File: src/rtl/block_petrify.sv
`default_nettype none
// ============================================================================
// Module   : block_petrify
// Purpose  : Clocked single-slot pipeline stage for a 4-phase (return-to-zero)
//            req/ack bundled-data handshake. Captures data_in on an upstream
//            request, acknowledges upstream, then presents the held word
//            downstream and waits for its acknowledge. All outputs are
//            decoded from registered state, so there is no in->out
//            combinational path.
// Ports    : clk      - system clock, rising edge
//            rst      - synchronous reset, active-high
//            req_in   - upstream request (data_in valid while high)
//            ack_in   - acknowledge to upstream
//            data_in  - upstream data word [WIDTH-1:0]
//            req_out  - request to downstream (data_out valid while high)
//            ack_out  - acknowledge from downstream
//            data_out - held data word [WIDTH-1:0]
// Config   : BLOCK_PETRIFY_SYNC_EN - when defined, req_in and ack_out pass
//            through 2-flop synchronizers before the FSM (+2 clk latency).
// Revision : 1.0 - initial release
// ============================================================================
module block_petrify #(
  parameter int WIDTH = 3
) (
  input  logic             clk,
  input  logic             rst,
  input  logic             req_in,
  output logic             ack_in,
  input  logic [WIDTH-1:0] data_in,
  output logic             req_out,
  input  logic             ack_out,
  output logic [WIDTH-1:0] data_out
);

  typedef enum logic [1:0] {
    IDLE     = 2'b00,
    BUSY     = 2'b01,
    OUT_PEND = 2'b10,
    IN_PEND  = 2'b11
  } state_t;

  state_t           state_q, state_d;
  logic [WIDTH-1:0] data_q, data_d;
  logic             req_s;   // request as seen by the FSM
  logic             ack_s;   // downstream ack as seen by the FSM

`ifdef BLOCK_PETRIFY_SYNC_EN
  logic req_s1_q, req_s1_d, req_s2_q, req_s2_d;
  logic ack_s1_q, ack_s1_d, ack_s2_q, ack_s2_d;

  always_comb begin
    req_s1_d = req_in;
    req_s2_d = req_s1_q;
    ack_s1_d = ack_out;
    ack_s2_d = ack_s1_q;
  end

  always_ff @(posedge clk) begin
    if (rst) begin
      req_s1_q <= 1'b0;
      req_s2_q <= 1'b0;
      ack_s1_q <= 1'b0;
      ack_s2_q <= 1'b0;
    end else begin
      req_s1_q <= req_s1_d;
      req_s2_q <= req_s2_d;
      ack_s1_q <= ack_s1_d;
      ack_s2_q <= ack_s2_d;
    end
  end

  assign req_s = req_s2_q;
  assign ack_s = ack_s2_q;
`else
  assign req_s = req_in;
  assign ack_s = ack_out;
`endif

  // Next-state and capture logic. data_in is taken straight from the port at
  // the capture edge: the bundled-data rule keeps it stable while req_in is
  // high, which covers the synchronizer delay too.
  always_comb begin
    state_d = state_q;
    data_d  = data_q;
    case (state_q)
      IDLE: begin
        // Capture is blocked while the downstream ack is still high, so a new
        // word is never offered before the previous ack has returned to zero.
        if (req_s && !ack_s) begin
          data_d  = data_in;
          state_d = BUSY;
        end
      end
      BUSY: begin
        if (!req_s && ack_s)   state_d = IDLE;
        else if (!req_s)       state_d = OUT_PEND;
        else if (ack_s)        state_d = IN_PEND;
        else                   state_d = BUSY;
      end
      OUT_PEND: begin
        // Slot still full: a fresh upstream request is held off here.
        if (ack_s) state_d = IDLE;
      end
      IN_PEND: begin
        if (!req_s) state_d = IDLE;
      end
      default: state_d = IDLE;
    endcase
  end

  always_ff @(posedge clk) begin
    if (rst) begin
      state_q <= IDLE;
      data_q  <= '0;
    end else begin
      state_q <= state_d;
      data_q  <= data_d;
    end
  end

  // Outputs are pure decodes of the registered state.
  assign ack_in   = (state_q == BUSY) || (state_q == IN_PEND);
  assign req_out  = (state_q == BUSY) || (state_q == OUT_PEND);
  assign data_out = data_q;

endmodule
`default_nettype wire

File: config.mk
export PLATFORM = sky130hd
export DESIGN_NAME = block_petrify
export DESIGN_NICKNAME = d
export VERILOG_FILES = /design/src/rtl/block_petrify.sv
export SDC_FILE = /design/constraint.sdc
export NUM_CORES = 1
export LEC_CHECK = 0
export BUFFER_PORTS_ARGS = -buffer_cell sky130_fd_sc_hd__buf_4
export CORE_AREA = 5 5 42 44
export DETAILED_ROUTE_END_ITERATION = 16
export DIE_AREA = 0 0 47 49
export GPL_ROUTABILITY_DRIVEN = 0
export PLACE_DENSITY = 0.44
export SYNTH_ARGS = -nofsm -noshare
export SYNTH_HDL_FRONTEND = slang
export SYNTH_SLANG_ARGS = --single-unit
File: constraint.sdc
create_clock -name clk -period 1.7 [get_ports clk]
set_clock_uncertainty 0.05 [all_clocks]
set_input_delay 0 -clock clk [delete_from_list [all_inputs] [get_ports clk]]
set_output_delay 0 -clock clk [all_outputs]
set_load 0.005 [all_outputs]
After elaboration in Yosys (flattened, before gate mapping)
Index checks and enable logic that the tools add are counted.
{ "op_classes": {"n_eq_ne": 6, "mux": 7, "n_reduce_logical": 9} }
{ "op_table": {"columns": ["op", "n"], "rows": [
  ["two-way mux 2 bit", 6],
  ["case mux 2 bit (4 select lines)", 1],
  ["!= test 2 bit, second input constant", 3],
  ["equality test 2 bit, second input constant", 2],
  ["AND reduction 3 bit", 1],
  ["equality test 2 x 1 -> 1 bit, second input constant", 1],
  ["logical AND 1 bit", 2],
  ["logical NOT 1 bit", 2],
  ["logical NOT 2 bit", 1],
  ["logical OR 1 bit", 2],
  ["AND reduction 2 bit", 1]
]} }
{ "word_totals": {"reg_bits": 5, "inputBits": 7, "out_inout_bits": 5, "elab_cells": 24} }

Longest topological paths before layout
Gate-level depths: netlist of the first run.
{ "depth": {"ltp_word": 4, "depth_mapped": 5} }

Worst setup path before layout of the first run
OpenSTA, ideal clock, no wires.
{ "synth_path": {"kind": "register to register", "startpoint": "reg state_q[0]", "endpoint": "reg state_q[0]", "arrival_ns": 1.077, "required_time_ns": 1.534, "path_slack_ns": 0.457, "path_stages_with_launch": 6, "path_buffers": 0, "period_less_slack_ns": 1.243, "path_cell_list": "dfxtp_1 -> inv_1 -> ha_1 -> nand2b_4 -> nand3_1 -> o211a_1"} }
{ "synth_via": {"elab_chain_cells": 3, "elab_cells_between_ends": 9, "cone_classes": "eq/ne (6); mux (1); reduce/logical (2)"} }
{ "synth_rtl": {"columns": ["element", "line_no", "source"], "rows": [
  ["start: declaration", "42", "state_t state_q, state_d;"],
  ["start signal: assignment", "116", "state_q <= state_d;"],
  ["equality test 2 bit or logical NOT 2 bit (tied branches)", "85", "case (state_q)"],
  ["!= test 2 bit (no line)", null, null],
  ["AND reduction 3 bit (no line)", null, null]
]} }
Parallel ways exist; a longest one is shown, timed or not.
A chain may end at the register's enable or synchronous reset.

Final worst setup path of the first run
{ "layout_path": {"startpoint": "reg state_q[1]", "endpoint": "out ack_in"} }
{ "layout_via": {"elab_chain_cells": 2, "elab_cells_between_ends": 3, "cone_classes": "eq/ne (2); reduce/logical (1)"} }
{ "layout_rtl": {"columns": ["element", "line_no", "source"], "rows": [
  ["equality test 2 x 1 -> 1 bit or equality test 2 bit (tied branches)", "122", "assign ack_in = (state_q == BUSY) || (state_q == IN_PEND);"],
  ["logical OR 1 bit *", "122", null],
  ["end: declaration", "28", "output logic ack_in,"]
]} }
Mark *: on every way between the ends. The rest lies on a longest branch, timed or not.

==> results.json, run 1 <==
{
  "fin_tns_setup_ps": 0,
  "endpoint_kind": "output pin",
  "cts_sinks": 5,
  "synth_area_leader_cell": "dfxtp_1",
  "final_net_count": 71,
  "netlist_instances": 38,
  "power_switching_uw": 125.1,
  "ir_worst_vdd_mv": 0.4069,
  "drive_gt1_share_pct": 29.82,
  "clk_latency_ps": 240,
  "wl_um": 718,
  "cp_data_required_time_ps": 1650,
  "clock_path_buffers": 2,
  "ant_nets": 0,
  "drtPass1Iterations": 4,
  "ys_types": 14,
  "vias_per_cell": 4.397,
  "path_class": "reg -> out",
  "final-max-slew-violation-count": 0,
  "crit_path_cell_trace": "inv_1 > ha_1 > or2_2 > buf_4",
  "root_buffer": "clkbuf_4",
  "finalHoldViolCount": 0,
  "port_buffers": 11,
  "antenna_found_initial": 0,
  "cap_violations": 0,
  "relSlewSlack_pct": 83.44,
  "ys_warn_count": 0,
  "synth_seq_area_share_pct": 30.19,
  "numCtsBuffers": 3,
  "vias": 321,
  "cpPeakStageDelay_ps": 350,
  "worstMarginPinSlew_ps": 247.7,
  "cts_resized": 0,
  "share_comb_of_total_power_pct": 34.9,
  "ios": 12,
  "pwr-share-seq_pct": 32.8,
  "swShare_pct": 29.38,
  "dieWidth_um": 47,
  "cts_hold_buf": 4,
  "diodes": 0,
  "wl_per_cell_um": 9.836,
  "core.rowCount": 14,
  "arrival_ps": 1350,
  "synth_common_cells": "nand2_1, ha_1, dfxtp_1, inv_1, nand3_1",
  "synthArstFlopShare_pct": 0,
  "hpwl_um": 571.7,
  "drc": 0,
  "synth-seq-cells": 5,
  "grt_max_degree": 7,
  "holdPathStages": 4,
  "areaGrowthSynthToFinish_pct": 50.94,
  "grt_pass1_wl_um": 1304,
  "power.leakage_nw": 0.2420,
  "core_um2": 1401,
  "outcome": "finished, final reports clean",
  "worstPathMaxFanout": 4,
  "min_path_type": "in -> reg",
  "synth_enable_flop_cells": 0,
  "critPathSlowestCell": "dfxtp_1",
  "avgSynthCellArea_um2": 8.725,
  "grt_use_total_pct": 8.222,
  "period_share_pct": 82.10,
  "rsz0062_at_grt": "no",
  "cts_tree": "yes",
  "drt_iter0_drc": 8,
  "timing.fmax_mhz": 716.4,
  "placed_cell_area_um2": 434.2,
  "grt-ovfl-total": 0,
  "reg2regPathDepth": 5,
  "ys_top_cells_by_area": "dfxtp_1, ha_1, nand2_1",
  "dieArea_um2": 2303,
  "post_cts_buffers": 0,
  "yosysMostFrequentCell": "nand2_1",
  "internal_power_uw": 300.5,
  "yosys.area.top_type_share_pct": 30.19,
  "layout_min_cycle_time_ps": 1396,
  "yosys_most_used_dff": "dfxtp_1",
  "finalSetupViolations": 0,
  "start_kind": "flip-flop",
  "grt_pass1_vias": 336,
  "fin_area_um2": 500.5,
  "die_y_um": 49,
  "p_clk_share_pct": 32.3,
  "htreeDepth": 1,
  "clk_pin_slew_ps": 40,
  "powerDensity_nw_per_um2": 850.4,
  "fill_cells": 154,
  "syn_area_um2": 331.6,
  "start_util_pct": 23.66,
  "syn-num-nets": 51
}
[final timing paths]
check,start,endpoint,slack (ps)
worst max-delay path,state_q[1],ack_in,300
worst min-delay path,req_in,state_q[1],110
worst max register to register,state_q[0],state_q[0],380
worst min register to register,data_out[1],data_out[1],400
[cells in the final DEF, fill, tap and decap left out]
master	instances
nand2b_4	1
a21oi_1	3
buf_4	11
o31ai_2	1
or2_2	1
inv_1	5
a31o_1	1
ha_1	6
o32ai_1	1
nand3_1	4
a311o_1	1
nand2_1	7
clkbuf_1	1
dlygate4sd3_1	4
dfxtp_1	5
clkbuf_4	3
nand2b_1	1
o211a_1	1
[power groups by stage]
stage	combinational (mW)	sequential (mW)	clock, mW
after floorplan	0.0889	0.140	0
after global placement	0.145	0.142	0
after detailed placement	0.144	0.142	0
after CTS	0.152	0.140	0.142
after global routing	0.168	0.142	0.154
final	0.149	0.140	0.137
[critical path, delay by kind of cell (launching register included)]
family / cells / cell delay, ps
flip-flops: 1 / 350
AND/OR/NAND/NOR: 1 / 300
buffers and inverters: 2 / 230
adder cells (fa/ha/maj): 1 / 220
[per-layer routing]
| metal | wire, um | vias to the layer above | track usage (%) |
|---|---|---|---|
| met5 | 0 | - | 0 |
| met4 | 0 | 0 | 2.765 |
| met3 | 57 | 0 | 7.749 |
| met2 | 368 | 8 | 11.99 |
| met1 | 292 | 145 | 8.079 |
| li1 | - | 168 | - |
[kinds of logic after synthesis]
family	synth area share, %
flops	30.19
simple gates	21.89
compound gates	19.62
buf+inv	5.661
fa+ha+maj	22.64
[area by class of cell]
class / count / area, um2 / share of cell area [%]
flip-flops and latches: 5 / 100.1 / 20.00
repair buffers: 15 / 122.6 / 24.50
multi-input cells: 28 / 212.7 / 42.50
well taps: 16 / 20.02 / 4.000
inverters: 5 / 18.77 / 3.750
clock buffers: 4 / 26.28 / 5.250
[sequential cells by signal, summed over array words and instances (netlist names)]
register	count
data_out	3
state_q	2
[per-stage QoR]
stage,power (mW),instances,worst slack (ps),hold slack (ps),util (%)
2_1_floorplan,0.2293,38,457.0,19.07,-
5_1_grt,0.4641,73,255.7,162.8,35.71
4_1_cts,0.4340,73,291.4,115.1,35.71
3_3_place_gp,0.2871,65,388.6,170.4,30.98
6_report,0.4256,73,304.2,114.0,35.71
3_5_place_dp,0.2862,65,369.5,173.7,30.98
No activity file was read; power rests on OpenSTA's default activity.
==> inputs of run 2 (changes only) <==
- PLACE_DENSITY: 0.44 -> 0.45
- clock period: 1.7 -> 1.25 ns (I/O delays scaled with it)
==> results.json, run 2 (synthesized netlist as in run 1, its figures left out) <==
{
  "internal_power_uw": 472.6,
  "ir_worst_vdd_mv": 0.6777,
  "final_util_pct": 42.95,
  "start_util_pct": 23.66,
  "numCtsBuffers": 3,
  "fin_area_um2": 601.8,
  "final_cell_mix": "buf_4, nand2_1, dlygate4sd3_1",
  "period_share_pct": 96.79,
  "relSlewSlack_pct": 80.50,
  "wl_per_cell_um": 11.40,
  "cts_sinks": 5,
  "finalHoldViolCount": 0,
  "clk_pin_slew_ps": 40,
  "power.leakage_nw": 0.2718,
  "path_class": "reg -> out",
  "vias": 336,
  "share_comb_of_total_power_pct": 42.6,
  "grt_pass1_vias": 357,
  "clock_path_buffers": 2,
  "port_buffers": 11,
  "worstMarginPinSlew_ps": 291.6,
  "drc": 0,
  "antenna_found_initial": 0,
  "cap_violations": 0,
  "clk_latency_ps": 240,
  "core_um2": 1401,
  "final-max-slew-violation-count": 0,
  "finalSetupViolations": 0,
  "core.rowCount": 14,
  "areaGrowthSynthToFinish_pct": 81.51,
  "vias_per_cell": 4.364,
  "power_switching_uw": 205.3,
  "grt_use_total_pct": 8.445,
  "placed_cell_area_um2": 456.7,
  "endpoint_kind": "output pin",
  "p_clk_share_pct": 27.3,
  "grt-ovfl-total": 0,
  "htreeDepth": 1,
  "drive_gt1_share_pct": 50.82,
  "root_buffer": "clkbuf_4",
  "die_y_um": 49,
  "arrival_ps": 1160,
  "powerDensity_nw_per_um2": 1126,
  "layout_min_cycle_time_ps": 1210,
  "outcome": "finished, final reports clean",
  "final_cells": 77,
  "swShare_pct": 30.29,
  "hpwl_um": 617.2,
  "final_net_count": 75,
  "place_inst": 68,
  "min_path_type": "in -> reg",
  "final_common_cell": "buf_4",
  "wl_um": 878,
  "timing.fmax_mhz": 826.5,
  "cp_data_required_time_ps": 1200,
  "cts_tree": "yes",
  "drt_iter0_drc": 5,
  "drtPass1Iterations": 4,
  "rsz0062_at_grt": "yes",
  "largest_register_ffs": 3,
  "ios": 12,
  "pwr-share-seq_pct": 30.1,
  "ant_nets": 0,
  "grt_pass1_wl_um": 1421,
  "worstPathMaxFanout": 4,
  "diodes": 0,
  "dieArea_um2": 2303,
  "grt_max_degree": 7,
  "start_kind": "flip-flop",
  "dieWidth_um": 47
}
-- run 2: cell count changes in the layout (fill, tap and decap cells not counted), moves of 2 or more --
cell	before	now
ha_4	0	3
buf_4	11	14
ha_1	6	2
inv_4	0	2
dfxtp_4	0	2
dfxtp_1	5	3
inv_1	5	3
-- run 2: per-stage QoR --
step	setup slack (ps)	hold slack [ps]	setup TNS (ps)	total power, mW
after floorplan	7.031	19.07	0	0.3119
after global placement	-42.89	167.8	-65.65	0.4170
after detailed placement	-50.56	168.6	-50.56	0.4177
after CTS	9.264	109.4	0	0.6548
after global routing	-19.74	97.54	-38.59	0.7315
final	40.14	97.11	0	0.6779
-- run 2: timing repair --
item	in CTS	in global routing
pin swaps	2	4
gates resized for setup	12	7
setup buffers	1	0
endpoints found under the hold margin	4	0
hold buffers	4	0
endpoints found under the setup margin	6	3
-- run 2: worst max-delay path, cell delays in order, from the launching register on --
cell and delay, ps:
dfxtp_4 370, inv_4 60, ha_4 160, or2_4 220, buf_6 110
-- run 2: path summary, 6_finish.rpt --
path / endpoint / slack (ps) / start / depth (start not counted)
setup / recovery: ack_in / 40 / state_q[1] / 4
hold / removal: state_q[1] / 100 / req_in / 4
setup reg to reg: state_q[1] / 40 / state_q[0] / 5
hold reg to reg: data_out[0] / 400 / data_out[0] / 2
-- run 2: cell type report --
type / count / area (um2)
Sequential cell: 5 / 107.6
Fill cell: 148 / 799.5
Tap cell: 16 / 20.02
Clock buffer: 4 / 26.28
Inverter: 5 / 23.77
Timing Repair Buffer: 19 / 156.4
Multi-Input combinational cell: 28 / 267.8
-- run 2: power groups by stage --
stage	combinational, mW	sequential, mW	clock [mW]
after floorplan	0.121	0.191	0
after global placement	0.225	0.192	0
after detailed placement	0.225	0.193	0
after CTS	0.264	0.199	0.192
after global routing	0.318	0.207	0.207
final	0.289	0.204	0.185
-- run 2: routing by layer --
| layer | track usage (%) | wire length, um | up-vias | part of all wire (%) |
|---|---|---|---|---|
| met5 | 0 | 0 | - | 0 |
| met4 | 1.382 | 4 | 0 | 0.46 |
| met3 | 5.535 | 53 | 2 | 6.0 |
| met2 | 13.12 | 480 | 6 | 55 |
| met1 | 9.649 | 339 | 149 | 39 |
| li1 | - | - | 179 | - |
==> inputs of run 3 (changes only) <==
- CORE_AREA: 5 5 42 44 -> 2 2 39 41
- DIE_AREA: 0 0 47 49 -> 0 0 41 43
==> results.json, run 3 (synthesized netlist as in run 1, its figures left out) <==
{
  "pre_cts_ws_ps": -27.57,
  "finalSetupViolations": 0,
  "drive_gt1_share_pct": 52.38,
  "critPathSlowestCell": "dfxtp_4",
  "final_cell_mix": "buf_4, nand2_1, nand3_1, dlygate4sd3_1",
  "grtUsageMet1_pct": 16.40,
  "start_kind": "flip-flop",
  "cap_violations": 0,
  "use_met3_pct": 6.283,
  "areaGrowthSynthToFinish_pct": 84.91,
  "drtPass1Iterations": 4,
  "use_met2_pct": 15.63,
  "rsz0062_at_grt": "yes",
  "drt_iter0_drc": 12,
  "relSlewSlack_pct": 81.43,
  "numCtsBuffers": 3,
  "seq_area_um2": 107.6,
  "core.rowCount": 14,
  "clk_latency_ps": 240,
  "worstMarginPinSlew_ps": 277.8,
  "final-max-slew-violation-count": 0,
  "arrival_ps": 1160,
  "power.leakage_nw": 0.2813,
  "final_common_cell": "buf_4",
  "dieWidth_um": 41,
  "powerDensity_nw_per_um2": 1118,
  "cp_data_required_time_ps": 1200,
  "grt_use_total_pct": 11.65,
  "outcome": "finished, final reports clean",
  "vias_per_cell": 4.228,
  "grt_max_degree": 7,
  "timing.fmax_mhz": 824.1,
  "htreeDepth": 1,
  "ir_worst_vdd_mv": 0.6042,
  "clk_pin_slew_ps": 50,
  "cpPeakStageDelay_ps": 380,
  "path_class": "reg -> out",
  "cts_tree": "yes",
  "clock_path_buffers": 2,
  "crit_start": "state_q[1]",
  "grt_busiest_layer": "met1",
  "vias": 334,
  "diodes": 0,
  "min_path_type": "in -> reg",
  "root_buffer": "clkbuf_4",
  "endpoint": "ack_in",
  "drc": 0,
  "worstPathMaxFanout": 3,
  "antenna_found_initial": 0,
  "port_buffers": 11,
  "timing.rr.start": "state_q[0]",
  "reg2regPathDepth": 5,
  "endpoint_kind": "output pin",
  "grt_pass1_wl_um": 1393,
  "wl_per_cell_um": 10.27,
  "die_y_um": 43,
  "finalHoldViolCount": 0,
  "period_share_pct": 97.08,
  "final_util_pct": 44.30,
  "crit_path_cell_trace": "inv_4 > ha_4 > or2_4 > buf_6",
  "r2r_end": "state_q[1]",
  "grt-ovfl-total": 0,
  "wl_um": 811,
  "start_util_pct": 23.96,
  "final_net_count": 77,
  "cts_sinks": 5,
  "dieArea_um2": 1763,
  "hp-start": "req_in",
  "r2r_slack_ps": 50,
  "core_um2": 1384,
  "setup_ws_ps": 36.56,
  "ant_nets": 0,
  "grt_pass1_vias": 326,
  "ios": 12,
  "largest_register_ffs": 3,
  "layout_min_cycle_time_ps": 1213,
  "fill_cells": 144,
  "multi_input_area_um2": 262.8
}
run 3: changes by cell type in the layout (fill, tap and decap cells not counted), sizes merged:
cell,previous run,this run
buf,15,17
clkbuf,4,3
clkinv,0,1
run 3: critical path, delay by kind of cell, from the launching register on:
family                     cells  cell delay, ps
DFF                            1             380
and+or+nand+nor                1             220
buffers and inverters          2             160
adders and majority gates      1             150
run 3: cell type report:
class                      instances  share of cell area [%]
multi-input combinational         28                   42.86
timing repair buffer              21                   27.96
sequential                         5                   17.55
inverter                           5                   3.878
clock buffer                       3                   3.673
tap                               16                   3.265
clock inverter                     1                  0.8163
run 3: per-stage QoR:
| step | power [mW] | hold WS, ps | instance area, um2 | instances | setup TNS (ps) |
|---|---|---|---|---|---|
| finish | 0.6857 | 100.8 | 613.1 | 79 | 0 |
| global route | 0.7486 | 124.2 | 613.1 | 79 | -28.04 |
| CTS | 0.6798 | 99.01 | 585.6 | 79 | 0 |
| detailed placement | 0.4132 | 172.8 | 464.2 | 69 | -27.57 |
| global placement | 0.4182 | 173.6 | 464.2 | 69 | -74.43 |
| floorplan | 0.3119 | 19.07 | 331.6 | 38 | 0 |
run 3: repair_timing:
action	CTS	global route
setup endpoints to repair	6	3
gates cloned	0	0
setup buffers	2	0
hold buffers	4	0
pin swaps	2	3
resized for setup	12	6
endpoints found under the hold margin	5	0
run 3: worst min-delay path by stage:
stage,endpoint,cells after the start
global route,state_q[1],4
CTS,state_q[1],4
global placement,data_out[1],2
detailed placement,data_out[1],2
finish,state_q[1],4
floorplan,data_out[0],1
run 3: layer usage:
layer | part of all wire [%] | routed length [um]
met1 | 44 | 356
met2 | 51 | 411
met3 | 5.3 | 43
met4 | 0 | 0
met5 | 0 | 0
run 3: power by group:
part	total (mW)	internal [mW]	switching (mW)
logic	0.295	0.180	0.115
clock network	0.186	0.116	0.0703
registers	0.204	0.180	0.0239
total	0.686	0.476	0.210
